--- src/rtl/serial_add3.sv ---
// Bit-serial three-operand adder: accepts x/y/z over a valid/ready handshake,
// adds them LSB first one bit per clock, and returns the (WIDTH+2)-bit sum {co, sum}.
module serial_add3 #(
  parameter int WIDTH = 4
) (
  input  logic             clk,
  input  logic             rst,
  input  logic             in_valid,
  output logic             in_ready,
  input  logic [WIDTH-1:0] x,
  input  logic [WIDTH-1:0] y,
  input  logic [WIDTH-1:0] z,
  output logic             out_valid,
  input  logic             out_ready,
  output logic [WIDTH-1:0] sum,
  output logic [1:0]       co
);

  localparam int CW = $clog2(WIDTH);

  typedef enum logic [1:0] {
    IDLE = 2'd0,
    ADD  = 2'd1,
    DONE = 2'd2
  } state_t;

  state_t           state, state_nx;
  logic [WIDTH-1:0] xs, ys, zs, acc;
  logic [1:0]       carry;
  logic [CW-1:0]    count;
  logic [2:0]       t;
  logic             last;

  // Per-bit column sum: three operand bits plus a carry of up to 2 gives 0..5.
  assign t    = 3'(xs[0]) + 3'(ys[0]) + 3'(zs[0]) + 3'(carry);
  assign last = (count == CW'(WIDTH - 1));

  assign in_ready  = (state == IDLE);
  assign out_valid = (state == DONE);

  always_ff @(posedge clk) begin
    if (rst) state <= IDLE;
    else     state <= state_nx;
  end

  // NOTE: every output of a combinational block gets a default first, so no
  // path through the case can leave it unassigned and infer a latch.
  always_comb begin
    state_nx = state;
    unique case (state)
      IDLE: if (in_valid)  state_nx = ADD;
      ADD:  if (last)      state_nx = DONE;
      DONE: if (out_ready) state_nx = IDLE;
      default:             state_nx = IDLE;
    endcase
  end

  // NOTE: the operand and partial-sum shift registers are not reset; they are
  // always loaded on accept and fully shifted through before being observed.
  always_ff @(posedge clk) begin
    if (rst) begin
      sum   <= '0;
      co    <= '0;
      carry <= '0;
      count <= '0;
    end else begin
      unique case (state)
        IDLE: begin
          if (in_valid) begin
            xs    <= x;
            ys    <= y;
            zs    <= z;
            carry <= '0;
            count <= '0;
          end
        end
        ADD: begin
          acc   <= {t[0], acc[WIDTH-1:1]};
          xs    <= xs >> 1;
          ys    <= ys >> 1;
          zs    <= zs >> 1;
          carry <= t[2:1];
          count <= count + CW'(1);
          // sum/co are only updated on completion, so they hold the previous
          // result while a new operation is in flight.
          if (last) begin
            sum <= {t[0], acc[WIDTH-1:1]};
            co  <= t[2:1];
          end
        end
        default: ;
      endcase
    end
  end

endmodule

--- config.mk ---
export PLATFORM = sky130hd
export DESIGN_NAME = serial_add3
export DESIGN_NICKNAME = d
export VERILOG_FILES = /design/src/rtl/serial_add3.sv
export SDC_FILE = /design/constraint.sdc
export NUM_CORES = 1
export LEC_CHECK = 0
export ABC_AREA = 1
export CAP_MARGIN = 20
export CORE_ASPECT_RATIO = 1.25
export CORE_MARGIN = 8
export CORE_UTILIZATION = 49
export CTS_CLUSTER_SIZE = 30
export DETAILED_ROUTE_END_ITERATION = 10
export GPL_TIMING_DRIVEN = 0
export MAX_ROUTING_LAYER = met4
export PLACE_DENSITY_LB_ADDON = 0.15
export SETUP_SLACK_MARGIN = 0.2
export SYNTH_ARGS = -nofsm -noshare
export SYNTH_HDL_FRONTEND = slang
export SYNTH_SLANG_ARGS = --single-unit
export TNS_END_PERCENT = 100
--- constraint.sdc ---
create_clock -name clk -period 2.3 [get_ports clk]
set_clock_uncertainty 0.05 [all_clocks]
set_input_delay 0.46 -clock clk [delete_from_list [all_inputs] [get_ports clk]]
set_output_delay 0.46 -clock clk [all_outputs]
set_load 0.01 [all_outputs]
* Yosys cells after proc, flatten, opt, wreduce, memory -nomap -nowiden
Index checks and enable logic that the tools add are counted.
** Word-level totals
- Register bits :: 28
- Bits of input ports :: 16
- Output and inout port bits :: 8
- Word-level logic and storage cells :: 40
** Cells by class
- Add/sub/neg operators :: 4
- Equal/unequal tests :: 6
- Muxes and demuxes :: 13
- Bitwise logic cells :: 1
- Reduce and logical (&&, ||, !) cells :: 7
** Operator list (number)
- $pmux W4 S2 :: 3
- $mux W4 :: 3
- $mux W2 :: 4
- $pmux W2 S2 :: 2
- $pmux W2 S3 :: 1
- $reduce_and A2 Y1 :: 3
- $reduce_and A3 Y1 :: 2
- $eq A2 B2 Y1 const B :: 2
- $ne A2 B2 Y1 const B :: 2
- $add A2 B1 Y3 :: 1
- $add A3 B2 Y3 :: 1
- $add A1 B1 Y2 :: 1
- $add A2 B1 Y2 const B :: 1
- $eq A2 B1 Y1 const B :: 1
- $logic_not A2 Y1 :: 1
- $ne A2 B1 Y1 const B :: 1
- $reduce_bool A2 Y1 :: 1
- $not A1 Y1 :: 1

* Depth between registers and ports, before layout
Gate-level depths: netlist of run 1.
- Depth in word-level cells :: 4
- Mapped depth :: 7
- Mapped depth without buffers :: 7

* Least setup slack after synthesis of run 1
Ideal clock, no wire load.
- Kind :: register -> register
- Start point :: register xs[0]
- End point :: register co[0]
- Library setup time :: 0.113 ns
- Data arrival time :: 1.717 ns
- Required time :: 2.137 ns
- Setup slack :: 0.420 ns
- Stages on the path, launching flop included :: 8
- Cell sequence :: edfxtp_1 fa_1 ha_1 inv_1 fa_1 inv_1 nor2_1 nor2_1
** Between the ends
- Longest elaborated chain between the ends :: 3
** RTL lines
- start, declared :: RTL line 28 : logic [WIDTH-1:0] xs, ys, zs, acc;
- start signal, assigned :: RTL line 79 : xs <= xs >> 1;
- $add A1 B1 Y2 :: RTL line 35 : assign t = 3'(xs[0]) + 3'(ys[0]) + 3'(zs[0]) + 3'(carry);
- $add A2 B1 Y3 :: RTL line 35
- $add A3 B2 Y3 :: RTL line 35
- end signal, assigned :: RTL line 88 : co <= t[2:1];
- end, declared :: RTL line 16 : output logic [1:0] co
No other way between the ends.
A chain may end at the register's enable or synchronous reset.

* Final worst setup path of run 1
- Start point :: register state[1]
- End point :: output out_valid
** Between the ends
- Longest elaborated chain between the ends :: 1
** RTL lines
- start, declared :: RTL line 27 : state_t state, state_nx;
- start signal, assigned :: RTL line 43 : else state <= state_nx;
- $eq A2 B2 Y1 :: RTL line 39 : assign out_valid = (state == DONE);
- end, declared :: RTL line 13 : output logic out_valid,
No other way between the ends.

==> impl_metrics.csv, run 1 <==
group,metric,value,unit
run_status,run_status,"finished, final reports clean",
worst_setup_path,slowest_stage,"clkdlybuf4s50_1",
worst_setup_path,end_kind,"primary output",
worst_setup_path,rr_worst_depth,7,
logic_synthesis,syn_avg_cell_area,8.88,um^2
logic_synthesis,synth_top_area_share,38.4,%
routing,drt_iter0_drc,36,
worst_setup_path,r2r_setup_slack,0.34,ns
timing,finalMaxSlewViolations,0,
global_route,antenna_found_initial,0,
floorplanning,start_util,49.8,%
power_and_ir_drop,p_leak,0.676,nW
worst_setup_path,reg2reg_to,"co[0]",
timing,holdWs,0.427,ns
worst_setup_path,critical_path_class,"reg -> out",
worst_setup_path,path_depth,3,
logic_synthesis,synth.distinct_cells,17,
global_route,grt.overflow.total,0,
logic_synthesis,yosysTopAreaCell,"edfxtp_1",
global_route,first_global_vias,899,
worst_setup_path,r2r_start,"xs[0]",
timing,relSlewSlack,57.6,%
worst_setup_path,cp-endpoint,"out_valid",
worst_setup_path,cp.required,1.79,ns
finish,nets,180,
clock_network,post_cts_buffers,0,
power_and_ir_drop,power_density,576,mW/mm^2
routing,post_drt_wl_per_cell,11.2,um
placement,port-buffer-count,23,
clock_network,cts_sinks,27,
finish,nFillCells,243,
timing,fin_crit_sh,86.3,%
clock_network,cts-root-buf,"clkbuf_4",
floorplanning,fp.dieH,70.7,um
clock_network,cts_tree,"yes",
logic_synthesis,ys_ff_latch,27,
power_and_ir_drop,swShare,22.4,%
placement,postPlaceCellArea,0.00144,mm^2
power_and_ir_drop,p_comb_share,12.5,%
global_route,grtUsageTotal,11.6,%
clock_network,cts_buffers,3,
finish,layout_commonest_cell,"nand2_1",
global_route,grt_first_pass_wirelength,3.78,mm
worst_setup_path,path_cells,"inv_1, nor2_1, clkdlybuf4s50_1",
global_route,grt_start_max_net_pins,15,
routing,post-route-drc-count,0,
timing,rsz0062_at_grt,"no",
worst_setup_path,cp.arrival,1.47,ns
floorplanning,dieArea,0.00422,mm^2
floorplanning,rows,20,
power_and_ir_drop,seq_power_share,64.8,%
finish,final_util,62.6,%
floorplanning,die_w,59.8,um
routing,drt-vias-per-instance,4.54,
worst_setup_path,crit_fanout,5,
worst_setup_path,cp-startpoint,"state[1]",
power_and_ir_drop,p_switching,190,uW
worst_setup_path,critPathLaunchType,"flop",
floorplanning,ioPinCount,24,
power_and_ir_drop,p_clk_share,22.6,%
timing,fin_crit,1.98,ns
finish,drive_gt1_share,5.66,%
finish,final_area,0.00147,mm^2
worst_setup_path,critPathTopFamily,"buffers and inverters",
clock_network,cts.clk_slew.worst_paths,0.13,ns
finish,final_cell_mix,"nand2_1 (49), clkdlybuf4s50_1 (23), nor2_1 (19), inv_1 (19), edfxtp_1 (15)",
job,cap_violations,0,
logic_synthesis,ys_seq_area_share,58.9,%
logic_synthesis,syn_nets,152,
worst_setup_path,path_buf_inv,2,
hold_path,hold_class,"reg -> reg",
clock_network,clock_latency,0.31,ns
timing,setup_violations,0,
power_and_ir_drop,finalPower,848,uW
placement,gp_congestion,0.730,
power_and_ir_drop,power.internal,658,uW
clock_network,htree_levels,1,
routing,ant_nets,0,
logic_synthesis,synthTopCellsByArea,"edfxtp_1 (38%), dfxtp_1 (20%), nand2_1 (16%)",
timing,worstMarginPinSlew,0.636,ns
finish,area_growth,25.6,%
worst_setup_path,max_stage_delay,0.56,ns
power_and_ir_drop,ir_drop,329,uV
placement,hpwl,1.65,mm
routing,wirelength,2.15,mm
floorplanning,core_area,0.00235,mm^2
finish,insertedDiodeCount,0,
logic_synthesis,synth_area,0.00117,mm^2
routing,num_vias,871,
logic_synthesis,yosysWarnings,0,
clock_network,clk_path_buf_depth,2,
timing,hold_viol,0,
logic_synthesis,synthCells,132,
routing,first_pass_iters,4,
timing,max_freq,504,MHz
stage by stage:
step	worst slack [ns]	std cells	TNS, ns
finish	0.315	192	0
global route	0.204	192	0
CTS	0.295	192	0
detailed placement	-0.0636	188	-0.758
global placement	0.00339	188	0
floorplan	0.420	132	0
what timing repair did:
action                                  CTS  global route
endpoints found under the setup margin    0            12
resized for setup                         0             1
hold buffers                              0             0
logic make-up after synthesis:
group,Yosys count,share of synthesized area [%]
buf+inv,23,8.96
simple gates,76,25.7
flops,27,58.9
compound gates,2,0.853
fa+ha+maj,4,5.55
registers in the layout, indices dropped and copies added, names as in the netlist:
name	cells
acc	3
carry	2
co	2
count	2
state	2
sum	4
xs	4
ys	4
zs	4
synth_stat cells, drive strengths merged:
master and count:
inv 19, nor2 20, o21ai 1, a21oi 1
nand2 50, dfxtp 12, buf 3, ha 2
clkinv 1, edfxtp 15, nor3 1, nand4 1
nand3 4, fa 2
area by class of cell:
type / instances / area (um^2) / share of cell area [%]
timing repair buffer: 23 / 230 / 15.6
clock buffer: 4 / 26.3 / 1.78
inverter: 20 / 75.1 / 5.10
tap: 33 / 41.3 / 2.80
buffer: 3 / 30.0 / 2.04
sequential: 27 / 691 / 46.9
multi-input combinational: 82 / 379 / 25.7
power groups by stage:
stage | clock (mW) | combinational [mW] | sequential [mW]
floorplan | 0 | 0.0599 | 0.559
global route | 0.216 | 0.123 | 0.553
global placement | 0 | 0.103 | 0.561
CTS | 0.207 | 0.108 | 0.551
finish | 0.192 | 0.106 | 0.550
detailed placement | 0 | 0.107 | 0.562
how the worst min path moves through the flow:
stage	endpoint	depth (start not counted)	slack (ns)	from
2_1_floorplan	acc[1]	0	0.38	acc[2]
3_3_place_gp	acc[2]	0	0.39	acc[3]
3_5_place_dp	acc[2]	0	0.40	acc[3]
4_1_cts	acc[2]	0	0.43	acc[3]
5_1_grt	acc[2]	0	0.45	acc[3]
6_report	acc[2]	0	0.43	acc[3]
layer usage:
metal	vias to the layer above	share of wire, %	global-route usage (%)
li1	455	-	-
met1	398	40	11.8
met2	16	55	20.6
met3	2	4.6	2.54
met4	0	0.79	4.79
met5	-	0	-
Note: power is estimated with default switching activity, not from simulation.
==> run 2: changes to the inputs <==
Settings changed: PLACE_DENSITY from default to 0.77, PLACE_DENSITY_LB_ADDON 0.15 to default.
==> impl_metrics.csv, run 2 (synthesis gave the netlist of run 1 again) <==
group,metric,value,unit
run_status,run_status,"finished, final reports clean",
clock_network,cts_tree,"yes",
job,cap_violations,0,
timing,relSlewSlack,35.8,%
routing,post-route-drc-count,0,
power_and_ir_drop,finalPower,860,uW
finish,layout_commonest_cell,"nand2_1",
placement,dp_slack,-0.0631,ns
worst_setup_path,cp.arrival,1.49,ns
timing,finalMaxSlewViolations,0,
power_and_ir_drop,p_clk_share,23.8,%
routing,ant_nets,0,
global_route,grt_start_max_net_pins,16,
clock_network,cts_buffers,3,
power_and_ir_drop,seq_power_share,64.0,%
finish,area_growth,25.5,%
clock_network,cts-root-buf,"clkbuf_4",
timing,setup_violations,0,
power_and_ir_drop,swShare,23.7,%
power_and_ir_drop,p_leak,0.678,nW
floorplanning,fp.dieH,70.7,um
finish,final_area,0.00147,mm^2
placement,port-buffer-count,23,
routing,post_drt_wl_per_cell,10.7,um
global_route,first_global_vias,907,
worst_setup_path,r2r_start,"xs[0]",
worst_setup_path,critPathLaunchType,"flop",
global_route,grt_first_pass_wirelength,3.67,mm
timing,fin_crit_sh,87.0,%
timing,rsz0062_at_grt,"no",
global_route,antenna_found_initial,0,
floorplanning,core_area,0.00235,mm^2
placement,postPlaceCellArea,0.00144,mm^2
floorplanning,rows,20,
timing,worstMarginPinSlew,0.960,ns
global_route,grtUsageTotal,11.3,%
worst_setup_path,cp.required,1.79,ns
clock_network,htree_levels,1,
power_and_ir_drop,p_comb_share,12.2,%
timing,max_freq,500,MHz
timing,fin_crit,2.00,ns
global_route,grt.overflow.total,0,
power_and_ir_drop,power.internal,657,uW
finish,final_cell_mix,"nand2_1 (49), clkdlybuf4s50_1 (23), nor2_1 (20)",
routing,wirelength,2.05,mm
floorplanning,ioPinCount,24,
floorplanning,start_util,49.8,%
hold_path,whs_path_depth,2,
power_and_ir_drop,power_density,585,mW/mm^2
worst_setup_path,reg2reg_to,"co[0]",
timing,finalSetupTns,0,ns
power_and_ir_drop,p_switching,204,uW
finish,drive_gt1_share,5.66,%
placement,hpwl,1.62,mm
worst_setup_path,end_kind,"primary output",
routing,drt_iter0_drc,8,
clock_network,cts_resized,0,
worst_setup_path,crit_fanout,5,
worst_setup_path,rr_worst_depth,7,
floorplanning,die_w,59.8,um
finish,insertedDiodeCount,0,
timing,hold_viol,0,
finish,nets,180,
worst_setup_path,r2r_setup_slack,0.31,ns
worst_setup_path,critical_path_class,"reg -> out",
routing,drt-vias-per-instance,4.57,
power_and_ir_drop,ir_drop,425,uV
routing,num_vias,878,
hold_path,hold_class,"reg -> reg",
clock_network,clk_path_buf_depth,2,
clock_network,cts_sinks,27,
worst_setup_path,cp-startpoint,"state[1]",
clock_network,clock_latency,0.33,ns
floorplanning,dieArea,0.00422,mm^2
timing,timing.final.ws_setup,0.299,ns
worst_setup_path,cp-endpoint,"out_valid",
routing,first_pass_iters,4,
clock_network,cts.clk_slew.worst_paths,0.15,ns
placement,gp_congestion,0.718,
-- run 2: per-stage QoR --
| step | hold WS (ns) | std cells | util (%) |
|---|---|---|---|
| 2_1_floorplan | 0.377 | 132 | - |
| 3_3_place_gp | 0.385 | 188 | 61.4 |
| 3_5_place_dp | 0.407 | 188 | 61.4 |
| 4_1_cts | 0.428 | 192 | 62.6 |
| 5_1_grt | 0.453 | 192 | 62.6 |
| 6_report | 0.422 | 192 | 62.6 |
-- run 2: power groups by stage --
stage	Sequential (mW)	Combinational [mW]	Clock, mW
2_1_floorplan	0.559	0.0599	0
3_3_place_gp	0.560	0.102	0
3_5_place_dp	0.562	0.108	0
4_1_cts	0.551	0.108	0.212
5_1_grt	0.553	0.122	0.228
6_report	0.551	0.105	0.205
-- run 2: worst min path at each step --
stage	start	end
global route	carry[1]	carry[1]
CTS	carry[1]	carry[1]
floorplan	acc[2]	acc[1]
detailed placement	acc[3]	acc[2]
finish	carry[1]	carry[1]
global placement	acc[3]	acc[2]
-- run 2: timing repair --
action	4_1_cts	5_1_grt
hold buffers	0	0
endpoints found under the setup margin	0	1
buffers inserted	0	0
hold endpoints to repair	0	0
-- run 2: final cells by class --
| type | count | area [um^2] |
|---|---|---|
| flip-flops and latches | 27 | 691 |
| clock inverters | 1 | 5.00 |
| clock buffers | 3 | 22.5 |
| multi-input cells | 82 | 377 |
| inverters | 20 | 75.1 |
| well taps | 33 | 41.3 |
| plain buffers | 3 | 30.0 |
| fillers | 221 | 881 |
| repair buffers | 23 | 230 |
-- run 2: worst max-delay path, stage by stage, from the launching register on --
cell	delay [ns]
dfxtp_1	0.37
inv_1	0.10
nor2_1	0.14
clkdlybuf4s50_1	0.56
-- run 2: layer usage --
layer	GRT usage, %	part of all wire (%)
met1	11.8	41
met2	20.1	54
met3	1.63	3.6
met4	4.79	1.5
met5	-	0
